`src/rtl/cla_operand_issue.sv`:
```
// Operand queue feeding a carry-lookahead adder: buffers {a, b, cin} sets in
// FIFO order, presents the head to the adder, and counts issued sets.
module cla_operand_issue #(
  parameter int WIDTH = 4,
  parameter int DEPTH = 2
) (
  input  logic                     clk,
  input  logic                     reset,
  input  logic                     flush,
  input  logic                     in_valid,
  input  logic [WIDTH-1:0]         in_a,
  input  logic [WIDTH-1:0]         in_b,
  input  logic                     in_cin,
  output logic                     in_ready,
  output logic                     op_valid,
  output logic [WIDTH-1:0]         op_a,
  output logic [WIDTH-1:0]         op_b,
  output logic                     op_cin,
  input  logic                     op_ready,
  output logic [$clog2(DEPTH):0]   level,
  output logic [7:0]               issue_count
);

  localparam int PW = $clog2(DEPTH);
  localparam int LW = PW + 1;
  localparam int EW = 2 * WIDTH + 1;
  localparam logic [LW-1:0] FULL_LEVEL = LW'(DEPTH);

  logic [EW-1:0] r_mem [DEPTH];
  logic [PW-1:0] r_wptr;
  logic [PW-1:0] r_rptr;
  logic [LW-1:0] r_level;
  logic [7:0]    r_issueCount;

  logic          w_full;
  logic          w_empty;
  logic          w_push;
  logic          w_pop;
  logic [EW-1:0] w_head;

  // in_ready depends only on registered level plus flush/reset, never on op_ready,
  // so a full queue refuses a push even on an edge where the head is popped.
  assign w_full   = (r_level == FULL_LEVEL);
  assign w_empty  = (r_level == '0);
  assign in_ready = ~w_full & ~flush & ~reset;
  assign op_valid = ~w_empty;
  assign w_push   = in_valid & in_ready;
  assign w_pop    = op_valid & op_ready & ~flush;

  always_ff @(posedge clk or posedge reset) begin
    if (reset) begin
      r_wptr       <= '0;
      r_rptr       <= '0;
      r_level      <= '0;
      r_issueCount <= '0;
    end else if (flush) begin
      r_wptr  <= '0;
      r_rptr  <= '0;
      r_level <= '0;
    end else begin
      if (w_push) r_wptr <= r_wptr + 1'b1;
      if (w_pop) begin
        r_rptr       <= r_rptr + 1'b1;
        r_issueCount <= r_issueCount + 8'd1;
      end
      case ({w_push, w_pop})
        2'b10:   r_level <= r_level + 1'b1;
        2'b01:   r_level <= r_level - 1'b1;
        default: r_level <= r_level;
      endcase
    end
  end

  // Storage is never visible while empty, so it carries no reset.
  always_ff @(posedge clk) begin
    if (w_push) r_mem[r_wptr] <= {in_a, in_b, in_cin};
  end

  assign w_head      = r_mem[r_rptr];
  assign op_a        = op_valid ? w_head[EW-1 -: WIDTH] : '0;
  assign op_b        = op_valid ? w_head[WIDTH:1] : '0;
  assign op_cin      = op_valid ? w_head[0] : 1'b0;
  assign level       = r_level;
  assign issue_count = r_issueCount;

endmodule

```
`config.mk`:
```
export PLATFORM = sky130hd
export DESIGN_NAME = cla_operand_issue
export DESIGN_NICKNAME = d
export VERILOG_FILES = /design/src/rtl/cla_operand_issue.sv
export SDC_FILE = /design/constraint.sdc
export NUM_CORES = 1
export LEC_CHECK = 0
export ABC_AREA = 1
export ABC_CLOCK_PERIOD_IN_PS = 3500
export CAP_MARGIN = 20
export CORE_MARGIN = 3
export CORE_UTILIZATION = 24
export CTS_CLUSTER_SIZE = 12
export DETAILED_ROUTE_END_ITERATION = 10
export PLACE_DENSITY = 0.47
export SETUP_SLACK_MARGIN = 0.5
export SYNTH_ARGS = -nofsm -noshare
export SYNTH_HDL_FRONTEND = slang
export SYNTH_SLANG_ARGS = --single-unit
```
`constraint.sdc`:
```
create_clock -name clk -period 3.5 [get_ports clk]
set_input_delay 0.525 -clock clk [delete_from_list [all_inputs] [get_ports clk]]
set_output_delay 0.525 -clock clk [all_outputs]
set_load 0.01 [all_outputs]
```
==> flow_summary_export.csv, run 1 <==
group,metric,value,unit
floorplan,start_util,25.4,%
drt,drt_iter0_markers,19,
clock_tree,cts_sinks,30,
grt,antenna_found_initial,0,
clock_tree,root_buffer,"clkbuf_8",
yosys,synthesis.nets,149,
placement,io_buffers,34,
yosys,syn-cell-area,1330,sq um
clock_tree,clkLatencyLatePin,0.28,ns
drt,drc,0,
finish,synthToLayoutAreaGrowth,42.3,%
status,status,"finished, final reports clean",
yosys,syn_avg_cell_area,9.93,sq um
worst_hold_path,hold_path_class,"reg2reg",
placement,dp_hpwl,2.15,mm
timing,setup_tns,0,ns
finish,diodes,0,
finish,stdcell_area,1890,sq um
yosys,synth_commonest_cells,"44 x nand2_1, 18 x edfxtp_1, 14 x inv_1, 12 x dfrtp_1, 10 x a21oi_1",
setup_path,worstPathRequired,2.97,ns
yosys,synthArstFlopShare,40.0,%
worst_hold_path,hold_depth,2,
yosys,synth_most_common_cell,"nand2_1",
setup_path,rrSetupSlack,1.71,ns
timing,setup-violations-final,0,
yosys,yosys.area.top_type_share,40.6,%
yosys,syn_inst,134,
timing,slew_headroom,45.2,%
setup_path,arrival,1.99,ns
clock_tree,cts_hold_buf,0,
finish,final_net_count,188,
clock_tree,cts_inserted_buffers,5,
timing,rsz0062_at_grt,"false",
grt,grtUsageTotal,10.6,%
drt,dr.pass1.iters,4,
power,vdd_ir_drop_max,0.449,mV
setup_path,reg2reg_to,"r_mem[0][4]",
yosys,synth_area_leaders,"edfxtp_1 41%, dfrtp_1 23%, nand2_1 12%, inv_1 3.9%, a21oi_1 3.8%",
yosys,yosys_register_bits,30,
yosys,yosys.area.top_type,"edfxtp_1",
floorplan,dieArea,6480,sq um
grt,grt_pass1_wl,5.13,mm
placement,gp_congestion,0.761,
setup_path,critPathLaunchType,"flip-flop",
yosys,ys_seq_area_share,63.2,%
floorplan,core,5240,sq um
power,p_per_area,731,nW/um^2
finish,drive_gt1_share,8.62,%
floorplan,rows,26,
clock_tree,post_cts_resized,0,
finish,fill_cells,542,
finish,multi_input_area,427,sq um
drt,vias,1020,
clock_tree,cts_buffer_depth,2,
timing,hold_viol,0,
setup_path,reg2regPathDepth,4,
timing,maxSlewViolCount,0,
clock_tree,cts_tree,"done",
drt,antenna_left,0,
clock_tree,h-tree-depth,2,
floorplan,pin_count,35,
drt,via_per_inst,4.18,
setup_path,cp-end-kind,"output pin",
timing,layout_min_cycle_time,2.52,ns
clock_tree,cts_setup_buffers,0,
grt,grt_max_degree,14,
setup_path,r2r_start,"level[0]",
setup_path,worst-setup-path-type,"reg2out",
finish,final_util,36.2,%
worst_hold_path,holdPathEnd,"issue_count[5]",
timing,clock.fmax,0.397,GHz
timing,fin_worst_skew,0.00858,ns
timing,period_share,72.0,%
yosys,synth-edff-count,18,
grt,grt_remaining_overflow,0,
drt,finalWirelength,2.99,mm
floorplan,die_y,80.5,microns
yosys,ys_warn_count,0,
timing,worstMarginPinSlew,0.820,ns
flow_run,drv_cap,0,
setup_path,path_max_fanout,11,
clock_tree,clk_pin_slew_worst_paths,0.07,ns
worst_hold_path,hp-start,"issue_count[5]",
yosys,synth_cell_types,20,
finish,seq_area,841,sq um
power,leakagePower,0.765,nW
floorplan,die_x,80.5,microns
placement,place_area,1750,sq um
drt,wire_per_inst,12.3,microns
yosys,synth-main-ff-cell,"edfxtp_1",
grt,grt_pass1_vias,1103,
-- per-stage QoR --
| step | cells | setup slack, ns | power (mW) | hold WS [ns] |
|---|---|---|---|---|
| 6_report | 244 | 0.981 | 1.38 | 0.528 |
| 3_3_place_gp | 236 | 1.08 | 0.956 | 0.510 |
| 3_5_place_dp | 236 | 1.06 | 0.966 | 0.513 |
| 2_1_floorplan | 134 | 1.89 | 0.716 | 0.390 |
| 4_1_cts | 244 | 0.918 | 1.40 | 0.536 |
| 5_1_grt | 244 | 0.724 | 1.48 | 0.568 |
-- worst max-delay path, cell delays in order (launching register included) --
cell and delay, ns:
dfrtp_1 0.58, clkinv_1 0.39, nand2_1 0.15, a21oi_1 0.07, clkdlybuf4s50_1 0.53
-- cell type report --
| cell class | instances | area share [%] |
|---|---|---|
| Multi-Input combinational cell | 87 | 22.5 |
| Clock buffer | 6 | 4.36 |
| Tap cell | 70 | 4.62 |
| Sequential cell | 30 | 44.4 |
| Inverter | 15 | 2.97 |
| Timing Repair Buffer | 34 | 18.0 |
| Clock inverter | 2 | 3.17 |
-- report_power, final --
group          switching, mW  leakage (nW)  internal [mW]
combinational          0.229         0.373          0.228
sequential            0.0642         0.321          0.427
clock                  0.132        0.0714          0.304
-- state kept, by name, indices dropped and copies added, names as in the netlist --
register and flops:
r_mem 18, r_wptr 1, r_rptr 1, level 2
issue_count 8
-- cell usage in the layout (no fill, tap or decap) --
| master | instances |
|---|---|
| a21oi_1 | 10 |
| bufinv_16 | 2 |
| clkbuf_8 | 6 |
| clkdlybuf4s50_1 | 34 |
| clkinv_1 | 1 |
| dfrtp_1 | 12 |
| edfxtp_1 | 18 |
| ha_1 | 1 |
| inv_1 | 14 |
| nand2_1 | 44 |
| nand2_2 | 3 |
| nand3_1 | 7 |
| nand4_1 | 2 |
| nor2_1 | 6 |
| nor2_2 | 2 |
| nor3_1 | 3 |
| nor3_2 | 1 |
| nor3_4 | 1 |
| o21ai_0 | 1 |
| o21bai_1 | 1 |
| xnor2_1 | 4 |
| xor2_1 | 1 |
-- routing by layer --
metal	wire, microns	vias to the layer above	global-route usage, %
met2	1310	30	16.4
met1	1440	477	13.2
met3	220	2	5.04
met5	0	-	0
met4	13	0	2.53
li1	-	511	-
-- how the worst max path moves through the flow --
stage                     slack, ns           to  depth (start not counted)     start
after floorplan                1.89     op_valid                          3  level[0]
after global placement         1.08     in_ready                          5     flush
after detailed placement       1.06  r_mem[1][7]                          4     flush
after CTS                      0.92      op_b[0]                          4    r_rptr
after global routing           0.72      op_a[0]                          4    r_rptr
final                          0.98      op_a[1]                          4    r_rptr
-- cell families after synthesis --
family	after synthesis	synth area share (%)
adders and majority gates	1	0.940
and+or+nand+nor	69	23.1
buffers and inverters	17	4.79
xor gates and xnor gates	5	3.29
DFF	30	63.2
AOI/OAI and AO/OA	12	4.70
No activity file was read; power rests on OpenSTA's default activity.
==> run 2: changes to the inputs <==
ABC_CLOCK_PERIOD_IN_PS = 2560   (was 3500)
clock period = 2.56 ns   (was 3.5 ns; I/O delays follow)
==> flow_summary_export.csv, run 2 (synthesis results as in run 1) <==
group,metric,value,unit
status,status,"finished, final reports clean",
setup_path,arrival,1.61,ns
timing,layout_min_cycle_time,2.00,ns
placement,io_buffers,34,
setup_path,worst-setup-path-type,"reg2out",
finish,largest-register,"r_mem",
drt,antenna_left,0,
setup_path,path_max_fanout,6,
clock_tree,cts_tree,"done",
worst_hold_path,hold_path_class,"in2async",
setup_path,cp-end-kind,"output pin",
finish,diodes,0,
timing,setup_tns,0,ns
grt,grt_pass1_wl,4.96,mm
timing,hold_slack,0.487,ns
finish,mostFrequentLayoutCells,"44 x nand2_1, 27 x clkdlybuf4s50_1, 18 x edfxtp_1",
flow_run,drv_cap,0,
finish,drive_gt1_share,12.3,%
clock_tree,clkLatencyLatePin,0.28,ns
floorplan,pin_count,35,
timing,worstMarginPinSlew,0.496,ns
timing,rsz0062_at_grt,"false",
timing,clock.fmax,0.500,GHz
setup_path,critPathLaunchType,"flip-flop",
drt,drc,0,
finish,final_net_count,193,
grt,antenna_found_initial,0,
timing,maxSlewViolCount,0,
grt,grt_remaining_overflow,0,
floorplan,die_x,80.5,microns
clock_tree,cts_sinks,30,
setup_path,cp_slowest_stage_delay,0.49,ns
placement,dp_hpwl,2.13,mm
floorplan,core,5240,sq um
floorplan,die_y,80.5,microns
clock_tree,h-tree-depth,2,
power,leakagePower,0.849,nW
clock_tree,cts_buffer_depth,2,
drt,dr.pass1.iters,4,
grt,grt_max_degree,13,
timing,setup-violations-final,0,
setup_path,cp_slowest_cell,"clkdlybuf4s50_1",
timing,hold_viol,0,
finish,largest_register_ffs,18,
floorplan,dieArea,6480,sq um
drt,via_per_inst,4.22,
drt,vias,1050,
placement,gp_congestion,0.773,
clock_tree,clk_pin_slew_worst_paths,0.06,ns
timing,slew_headroom,66.9,%
power,vdd_ir_drop_max,0.382,mV
power,p_per_area,899,nW/um^2
timing,fin_worst_skew,0.00384,ns
setup_path,worstPathRequired,2.18,ns
finish,synthToLayoutAreaGrowth,42.1,%
grt,grtUsageTotal,10.4,%
setup_path,critical_path.top_delay_family,"buffers and inverters",
setup_path,path_cells,"nor2_2, a21oi_1, clkdlybuf4s50_1",
clock_tree,root_buffer,"clkbuf_8",
clock_tree,cts_inserted_buffers,5,
grt,grt_pass1_vias,1038,
finish,final_common_cell,"nand2_1",
floorplan,rows,26,
drt,drt_iter0_markers,18,
floorplan,start_util,25.4,%
clock_tree,cts_setup_buffers,0,
drt,finalWirelength,3.16,mm
drt,wire_per_inst,12.7,microns
setup_path,critPathBufInv,1,
timing,period_share,78.1,%
==> run 2: changes by cell type in the layout (fill, tap and decap cells not counted), sizes merged <==
cell / before / now
dlymetal6s2s: 0 / 6
clkdlybuf4s50: 34 / 27
nor2: 8 / 9
clkinv: 1 / 3
bufinv: 2 / 0
dlygate4sd2: 0 / 1
buf: 0 / 4
==> run 2: cell type report <==
cell class	count	area [sq um]
clock buffer	6	72.6
clock inverter	2	8.76
fill	545	3350
inverter	15	57.6
multi-input combinational	88	438
sequential	30	843
tap	70	87.6
timing repair buffer	38	384
==> run 2: per-stage QoR <==
step / util (%) / cell area [sq um] / instances / setup WS, ns / power, mW
2_1_floorplan: - / 1330 / 134 / 0.979 / 0.979
3_3_place_gp: 34.0 / 1780 / 240 / 0.437 / 1.33
3_5_place_dp: 34.0 / 1780 / 240 / 0.410 / 1.34
4_1_cts: 35.7 / 1870 / 248 / 0.517 / 1.71
5_1_grt: 36.1 / 1890 / 249 / 0.507 / 1.82
6_report: 36.1 / 1890 / 249 / 0.561 / 1.70
==> run 2: worst reg2reg max path, delay by kind of cell (launching register included) <==
family	cells	cell delay (ns)
buffers and inverters	2	0.25
flip-flops	1	0.48
AND/OR/NAND/NOR	7	0.75
==> run 2: where the power goes <==
part	switching, mW	internal (mW)	total (mW)
Sequential	0.0961	0.586	0.682
Clock	0.164	0.186	0.350
Combinational	0.339	0.331	0.669
==> run 2: repair_timing <==
action	4_1_cts	5_1_grt
gates resized for setup	4	8
hold buffers	0	0
pin swaps	0	1
gates cloned	0	1
setup endpoints to repair	11	10
==> run 2: final timing paths <==
path	slack, ns	depth (start not counted)	to	startpoint
max in group asynchronous	1.71	2	level[1]	reset
worst min register to register	0.53	2	issue_count[6]	issue_count[6]
worst max-delay path	0.56	3	op_a[0]	level[1]
worst min-delay path	0.49	2	r_wptr	reset
min in group clk	0.53	2	issue_count[6]	issue_count[6]
worst max register to register	0.98	9	level[1]	level[1]
==> run 2: metal layers <==
metal  share of wire (%)  up-vias  track usage (%)
li1                    -      522                -
met1                  49      488             12.8
met2                  43       32             16.5
met3                 5.9        8             3.25
met4                 1.6        0             4.56
met5                   0        -                0
==> run 3: changes to the inputs <==
ABC_CLOCK_PERIOD_IN_PS = 1800   (was 2560)
PLACE_DENSITY = 0.49   (was 0.47)
clock period = 1.8 ns   (was 2.56 ns; I/O delays follow)
==> flow_summary_export.csv, run 3 (synthesis results as in run 1) <==
group,metric,value,unit
worst_hold_path,hold_path_class,"in2async",
grt,grt_pass1_wl,5.44,mm
clock_tree,cts_tree,"done",
timing,hold_viol,0,
floorplan,core,5240,sq um
grt,grt_max_degree,13,
finish,fill_cells,517,
finish,final_net_count,212,
drt,vias,1126,
timing,fin_worst_skew,0.00500,ns
floorplan,die_y,80.5,microns
timing,clock.fmax,0.668,GHz
timing,layout_min_cycle_time,1.50,ns
timing,worstMarginPinSlew,0.468,ns
finish,mostFrequentLayoutCells,"38 x nand2_1, 18 x edfxtp_1, 13 x clkdlybuf4s50_1, 13 x buf_2",
floorplan,die_x,80.5,microns
drt,drc,0,
placement,gp_congestion,0.758,
drt,drt_iter0_markers,43,
setup_path,worstPathRequired,1.53,ns
finish,largest_register_ffs,18,
timing,setup_slack,0.302,ns
placement,dp_slack,0.0348,ns
timing,rsz0062_at_grt,"true",
grt,grt_remaining_overflow,0,
flow_run,drv_cap,0,
status,status,"finished, final reports clean",
drt,antenna_left,0,
timing,hold_slack,0.379,ns
power,vdd_ir_drop_max,0.711,mV
power,p_per_area,1360,nW/um^2
setup_path,path_max_fanout,6,
setup_path,critPathLaunchType,"flip-flop",
setup_path,rrSetupSlack,0.44,ns
clock_tree,cts_buffer_depth,2,
timing,slew_headroom,68.8,%
power,leakagePower,0.997,nW
finish,final_common_cell,"nand2_1",
clock_tree,cts_hold_buf,0,
grt,grtUsageTotal,11.0,%
drt,finalWirelength,3.30,mm
finish,largest-register,"r_mem",
placement,io_buffers,34,
drt,wire_per_inst,12.3,microns
grt,grt_pass1_vias,1208,
placement,place_area,1830,sq um
setup_path,arrival,1.23,ns
drt,dr.pass1.iters,4,
placement,dp_hpwl,2.19,mm
timing,maxSlewViolCount,0,
clock_tree,h-tree-depth,2,
setup_path,cp-end-kind,"output pin",
finish,drive_gt1_share,39.9,%
timing,setup-violations-final,0,
floorplan,pin_count,35,
setup_path,worst-setup-path-type,"reg2out",
finish,diodes,0,
floorplan,start_util,25.4,%
clock_tree,cts_sinks,30,
timing,setup_tns,0,ns
clock_tree,cts_inserted_buffers,5,
clock_tree,clk_pin_slew_worst_paths,0.07,ns
finish,synthToLayoutAreaGrowth,65.4,%
clock_tree,root_buffer,"clkbuf_8",
finish,stdcell_area,2200,sq um
floorplan,dieArea,6480,sq um
timing,period_share,83.2,%
drt,via_per_inst,4.20,
grt,antenna_found_initial,0,
clock_tree,clkLatencyLatePin,0.28,ns
floorplan,rows,26,
-- run 3: cell types whose count changed in the layout (fill, tap and decap cells not counted), moves of 7 or more --
cell | previous run | this run
clkdlybuf4s50_1 | 27 | 13
buf_2 | 0 | 13
buf_6 | 0 | 9
a21oi_1 | 10 | 3
a21oi_2 | 0 | 7
buf_4 | 4 | 11
-- run 3: power by group --
| part | switching, mW | leakage, nW | internal, mW |
|---|---|---|---|
| registers | 0.0999 | 0.314 | 0.837 |
| logic | 0.647 | 0.618 | 0.622 |
| clock network | 0.251 | 0.0658 | 0.547 |
-- run 3: cell type report --
type                            instances  area (sq um)  share of cell area (%)
Multi-Input combinational cell         87           556                    25.2
Clock buffer                            5          68.8                    3.13
Sequential cell                        30           847                    38.5
Clock inverter                          3          63.8                    2.90
Inverter                               15          61.3                    2.78
Timing Repair inverter                  1          5.00                   0.227
Timing Repair Buffer                   57           513                    23.3
Tap cell                               70          87.6                    3.98
-- run 3: metrics by stage --
stage	total power [mW]	util, %	instances
2_1_floorplan	1.41	-	134
3_3_place_gp	1.92	34.9	243
3_5_place_dp	1.94	34.9	243
4_1_cts	2.91	40.2	265
5_1_grt	3.20	42.0	268
6_report	3.00	42.0	268
-- run 3: critical path, stage by stage, from the launching register on --
cell     delay, ns
dfrtp_2       0.42
nor2_4        0.11
buf_6         0.13
buf_12        0.12
a21oi_2       0.04
buf_2         0.13
-- run 3: worst paths after layout --
check	start	endpoint	cells past startpoint
max in group asynchronous	reset	level[0]	2
setup reg to reg	level[1]	issue_count[3]	8
min in group clk	issue_count[6]	issue_count[6]	2
setup / recovery	level[1]	op_b[2]	5
hold reg to reg	issue_count[6]	issue_count[6]	2
hold / removal	reset	issue_count[0]	2
-- run 3: metal layers --
metal / global-route usage [%] / routed length (microns)
met5: 0 / 0
met3: 3.14 / 176
met1: 13.5 / 1520
met4: 3.72 / 34
met2: 18.5 / 1570
-- run 3: what timing repair did --
| action | 4_1_cts | 5_1_grt |
|---|---|---|
| pin swaps | 11 | 10 |
| setup endpoints to repair | 49 | 43 |
| setup buffers | 13 | 3 |
| resized for setup | 87 | 21 |
| gates cloned | 1 | 0 |
